===== src/rtl/countdown_timer.sv =====
// countdown_timer: down-counting mm:ss timer with expiry flag.
//
// A duration is loaded, counted down once per second (every TICKS_PER_SEC
// clk cycles) while running, and on reaching 00:00 the timer enters EXPIRED
// and raises done for exactly one cycle. Output widths match the stopwatch
// so both blocks can share the display path.
//
// Ports:
//   clk       in   1  system clock, rising edge
//   rst       in   1  asynchronous active-high reset
//   load      in   1  strobe: capture load_min / load_sec (not while running)
//   load_min  in   8  minutes to load (0..255)
//   load_sec  in   6  seconds to load (values above 59 saturate to 59)
//   start     in   1  strobe: begin / resume counting
//   stop      in   1  strobe: pause counting
//   clear     in   1  strobe: back to IDLE with value 00:00
//   minutes   out  8  minutes remaining
//   seconds   out  6  seconds remaining (0..59)
//   status    out  2  00 IDLE, 01 RUNNING, 10 PAUSED, 11 EXPIRED
//   done      out  1  one-cycle pulse on entry to EXPIRED
//
// Strobe priority within one cycle: clear > load > stop > start.
// All outputs are taken directly from flops.

module countdown_timer #(
  parameter int unsigned TICKS_PER_SEC = 4
) (
  input  logic       clk,
  input  logic       rst,
  input  logic       load,
  input  logic [7:0] load_min,
  input  logic [5:0] load_sec,
  input  logic       start,
  input  logic       stop,
  input  logic       clear,
  output logic [7:0] minutes,
  output logic [5:0] seconds,
  output logic [1:0] status,
  output logic       done
);

  // A one-tick-per-second configuration still needs a 1-bit prescaler.
  localparam int unsigned PW = (TICKS_PER_SEC > 1) ? $clog2(TICKS_PER_SEC) : 1;
  localparam logic [PW-1:0] PRESC_LAST = PW'(TICKS_PER_SEC - 1);

  typedef enum logic [1:0] {
    ST_IDLE    = 2'b00,
    ST_RUNNING = 2'b01,
    ST_PAUSED  = 2'b10,
    ST_EXPIRED = 2'b11
  } state_e;

  state_e        state_q, state_d;
  logic [7:0]    min_q, min_d;
  logic [5:0]    sec_q, sec_d;
  logic [PW-1:0] presc_q, presc_d;
  logic          done_q, done_d;

  logic          tick;
  logic          value_zero;
  logic [5:0]    load_sec_sat;

  always_comb begin
    load_sec_sat = (load_sec > 6'd59) ? 6'd59 : load_sec;
    value_zero   = (min_q == '0) && (sec_q == '0);
    tick         = (state_q == ST_RUNNING) && (presc_q == PRESC_LAST);
  end

  always_comb begin
    state_d = state_q;
    min_d   = min_q;
    sec_d   = sec_q;
    presc_d = presc_q;
    done_d  = 1'b0;

    if (clear) begin
      state_d = ST_IDLE;
      min_d   = '0;
      sec_d   = '0;
      presc_d = '0;
    end else if (load && (state_q != ST_RUNNING)) begin
      state_d = ST_IDLE;
      min_d   = load_min;
      sec_d   = load_sec_sat;
      presc_d = '0;
    end else if (stop && (state_q == ST_RUNNING)) begin
      // Freeze value and prescaler; a coincident tick is discarded with it.
      state_d = ST_PAUSED;
    end else if (start && !stop && !value_zero &&
                 ((state_q == ST_IDLE) || (state_q == ST_PAUSED))) begin
      // Resume from PAUSED keeps the partial second already counted.
      state_d = ST_RUNNING;
      if (state_q == ST_IDLE) begin
        presc_d = '0;
      end
    end else if (state_q == ST_RUNNING) begin
      if (tick) begin
        presc_d = '0;
        if (sec_q != '0) begin
          sec_d = sec_q - 6'd1;
        end else if (min_q != '0) begin
          min_d = min_q - 8'd1;
          sec_d = 6'd59;
        end
        if ((min_d == '0) && (sec_d == '0)) begin
          state_d = ST_EXPIRED;
          done_d  = 1'b1;
        end
      end else begin
        presc_d = presc_q + PW'(1);
      end
    end
  end

  always_ff @(posedge clk or posedge rst) begin
    if (rst) begin
      state_q <= ST_IDLE;
      min_q   <= '0;
      sec_q   <= '0;
      presc_q <= '0;
      done_q  <= 1'b0;
    end else begin
      state_q <= state_d;
      min_q   <= min_d;
      sec_q   <= sec_d;
      presc_q <= presc_d;
      done_q  <= done_d;
    end
  end

  assign minutes = min_q;
  assign seconds = sec_q;
  assign status  = state_q;
  assign done    = done_q;

endmodule

===== config.mk =====
export PLATFORM = sky130hd
export DESIGN_NAME = countdown_timer
export DESIGN_NICKNAME = d
export VERILOG_FILES = /design/src/rtl/countdown_timer.sv
export SDC_FILE = /design/constraint.sdc
export NUM_CORES = 1
export LEC_CHECK = 0
export CAP_MARGIN = 10
export CORE_MARGIN = 5
export CORE_UTILIZATION = 47
export DETAILED_ROUTE_END_ITERATION = 8
export PLACE_DENSITY = 0.76
export SLEW_MARGIN = 20
export SYNTH_ARGS = -nofsm -noshare
export SYNTH_HDL_FRONTEND = slang
export SYNTH_SLANG_ARGS = --single-unit

===== constraint.sdc =====
create_clock -name clk -period 4.7 [get_ports clk]
set_input_delay 0.94 -clock clk [delete_from_list [all_inputs] [get_ports clk]]
set_output_delay 0.94 -clock clk [all_outputs]
set_load 0.01 [all_outputs]

==> flow_summary_export.csv <==
group,metric,value,unit
grt,grt_antenna_before_repair,0,
logic_synthesis,syn-mean-instance-area,8.12,um2
critical_path,r2r-start,"seconds[0]",
critical_path,cp.required,4940,ps
logic_synthesis,synth_flop_cell,"dfrtp_1",
sta,hold_viol_final,0,
pwr,power,0.427,mW
pwr,p_leak,0.745,nW
clocking,cts_setup_buffers,0,
logic_synthesis,synth_top_cell_by_area,"dfrtp_1",
placement,dp.cells,259,
pwr,power.density,221,nW/um2
grt,grt_pass1_vias,1535,
finish,drive_above_1_share,6.85,%
clocking,cts_tree,"yes",
sta,finClkSkew,1.97,ps
clocking,clkSinkCount,19,
routing,wl_per_cell,16.1,um
min_path,hold_path_startpoint,"presc_q[1]",
sta,finalSetupViolations,0,
sta,finalCritPeriodShare,58.2,%
logic_synthesis,synth.area.mux_share,3.33,%
pwr,switching_share,36.5,%
critical_path,regToRegEndpoint,"minutes[5]",
floorplan,coreArea,3100,um2
critical_path,crit_path_top_delay_cell,"clkdlybuf4s50_1",
critical_path,path_buf_inv,1,
pwr,share_seq_of_total_power,45.0,%
pwr,pwr-share-clk,21.2,%
logic_synthesis,synth_top_area_share,30.8,%
placement,dpl_worst_slack,1610,ps
critical_path,criticalPathCategory,"input port to flip-flop",
sta,hold_ws,576,ps
floorplan,die_w,67.3,um
sta,min_period,2740,ps
logic_synthesis,syn_inst,190,
critical_path,crit_end,"done",
logic_synthesis,synthDistinctLibCells,50,
sta,worst_slew_pin_slew,760,ps
logic_synthesis,synth_commonest_cells,"24 x nor2_1, 19 x dfrtp_1, 12 x nand2_1, 10 x inv_1",
min_path,hold_path.class,"flip-flop to flip-flop",
clocking,path_clk_slew,120,ps
logic_synthesis,synth-edff-count,0,
job,cap_violations,0,
logic_synthesis,yosysWarnings,0,
placement,gp_congestion,0.966,
critical_path,critPathArrivalTime,2980,ps
logic_synthesis,synth_top_cells_by_area,"dfrtp_1 31%, nor2_1 5.8%, ha_1 3.2%, a21oi_1 2.9%, nor3_1 2.9%",
sta,drv_slew,0,
finish,final_cells,263,
floorplan,die_area,4530,um2
critical_path,start_kind,"input port",
routing,drtIter0Drc,104,
critical_path,slowest_delay,770,ps
logic_synthesis,synth-simple-area-share,33.1,%
pwr,power_frac_comb,33.9,%
placement,numPortBuffers,36,
finish,syn2layout_area_growth,25.5,%
clocking,clkLatencyLatePin,310,ps
clocking,root_buffer,"clkbuf_4",
floorplan,die_h,67.3,um
routing,drcViolationCount,0,
clocking,htreeDepth,1,
pwr,switchingPower,0.156,mW
floorplan,start_util,49.7,%
logic_synthesis,yosysMostFrequentCell,"nor2_1",
sta,worst_slack,1960,ps
pwr,p_int,0.271,mW
grt,grt-ovfl-total,0,
finish,diodes,0,
floorplan,core.rowCount,20,
routing,ant_nets,0,
critical_path,worst-path-max-fanout,19,
critical_path,r2r_setup_slack,2030,ps
grt,grt_pass1_wl,7120,um
floorplan,ios,37,
clocking,cts_resized,0,
clocking,cts_buffers,3,
sta,rsz0062_at_grt,"false",
clocking,max-clock-path-buffers,2,
pwr,ir_drop,0.126,mV
routing,via_per_inst,6.08,
grt,grt_max_degree,20,
logic_synthesis,synth_compound_area_share,22.4,%
routing,drt-total-wl,4220,um
logic_synthesis,synth_top_family_by_area,"simple AND/OR/NAND/NOR gates",
finish,fin_nets,244,
routing,vias,1599,
logic_synthesis,synth_adder_area_share,3.24,%
critical_path,critPathTopFamily,"simple AND/OR/NAND/NOR gates",
sta,relSlewSlack,49.1,%
critical_path,startpoint,"clear",
critical_path,reg2reg_depth,7,
logic_synthesis,async_flop_share,100,%
logic_synthesis,synth_seq_cells,19,
outcome,outcome,"finished, final reports clean",
placement,dp_hpwl,3090,um
logic_synthesis,synth_fp_nets,214,
logic_synthesis,yosysSeqAreaShare,30.8,%
clocking,holdBufCountCts,0,
critical_path,end_kind,"flip-flop",
logic_synthesis,synth_xor_area_share,0.568,%
sta,fin_tns_setup,0,ps
critical_path,crit_path_cell_trace,"clkdlybuf4s50_1 > nor4b_1 > o21ai_0 > nor4_1 > o2111ai_1 > nor3_2",
routing,firstDrtPassIters,4,
grt,track_usage,20.4,%
logic_synthesis,synth.cell_area,1540,um2
critical_path,cp.depth,6,
sta,fmax,365,MHz
[layout make-up]
class	count	area [um2]
Clock buffer	3	22.5
Clock inverter	1	5.00
Fill cell	303	1170
Inverter	10	37.5
Multi-Input combinational cell	149	972
Sequential cell	19	475
Tap cell	44	55.1
Timing Repair Buffer	37	368
[worst min-delay path by stage]
stage               slack, ps    endpoint  cells after the start
floorplan                 510  presc_q[1]                      2
global placement          540  presc_q[1]                      2
detailed placement        550  presc_q[1]                      2
CTS                       580  presc_q[1]                      2
global route              650  presc_q[0]                      2
finish                    580  presc_q[1]                      2
[sequential cells by signal, indices dropped and copies added (netlist names)]
name,cells
status,2
seconds,6
minutes,8
done,1
presc_q,2
[cell usage in the layout (no fill, tap or decap), types with 2 or more instances in the layout]
cell type and count:
a311oi_1 3, nor4_1 5, nand2b_1 5, nor2b_1 2, a21oi_1 9, nand4_1 5
and2_1 4, a41oi_1 2, a31oi_1 3, o2111ai_1 3, nor3_2 4, clkbuf_4 3
nor3_1 9, and3_1 2, mux2i_1 4, ha_1 4, o21ai_0 6, a211oi_1 6
a21boi_0 2, a211o_1 3, nor2_1 24, nand2_1 12, o21ai_1 4, nand4b_1 2
a32oi_1 2, inv_1 10, dfrtp_1 19, nand3_1 5, clkdlybuf4s50_1 36
[tightest hold or removal path: cells and delay by family (launching register included)]
kind	cells	cell delay [ps]
compound gates	1	100
simple gates	1	80
flops	1	370
[through the flow]
| stage | cell area, um2 | utilization, % |
|---|---|---|
| global route | 1940 | 62.4 |
| CTS | 1940 | 62.4 |
| global placement | 1910 | 61.5 |
| detailed placement | 1910 | 61.5 |
| finish | 1940 | 62.4 |
| floorplan | 1540 | - |
[routing by layer]
layer  vias up  track usage (%)  wire (um)
li1        771                -          -
met1       765             27.0       1830
met2        57             34.0       2110
met3         6             2.16        217
met4         0             7.85         65
met5         -                0          0
[kinds of logic (layout without fill, tap and decap cells)]
| kind of cell | count (synthesis) | count (layout) |
|---|---|---|
| xor gates and xnor gates | 1 | 1 |
| and+or+nand+nor | 89 | 89 |
| muxes | 5 | 5 |
| AOI/OAI and AO/OA | 50 | 50 |
| adders and majority gates | 4 | 4 |
| buffers and inverters | 22 | 51 |
| DFF | 19 | 19 |
[power by group through the flow]
stage                     Sequential, mW  Combinational, mW  Clock, mW
after floorplan                    0.189             0.0940          0
after global placement             0.194              0.139          0
after detailed placement           0.195              0.143          0
after CTS                          0.192              0.144     0.0902
after global routing               0.195              0.159     0.0929
final                              0.192              0.145     0.0905
No activity file was read; power rests on OpenSTA's default activity.
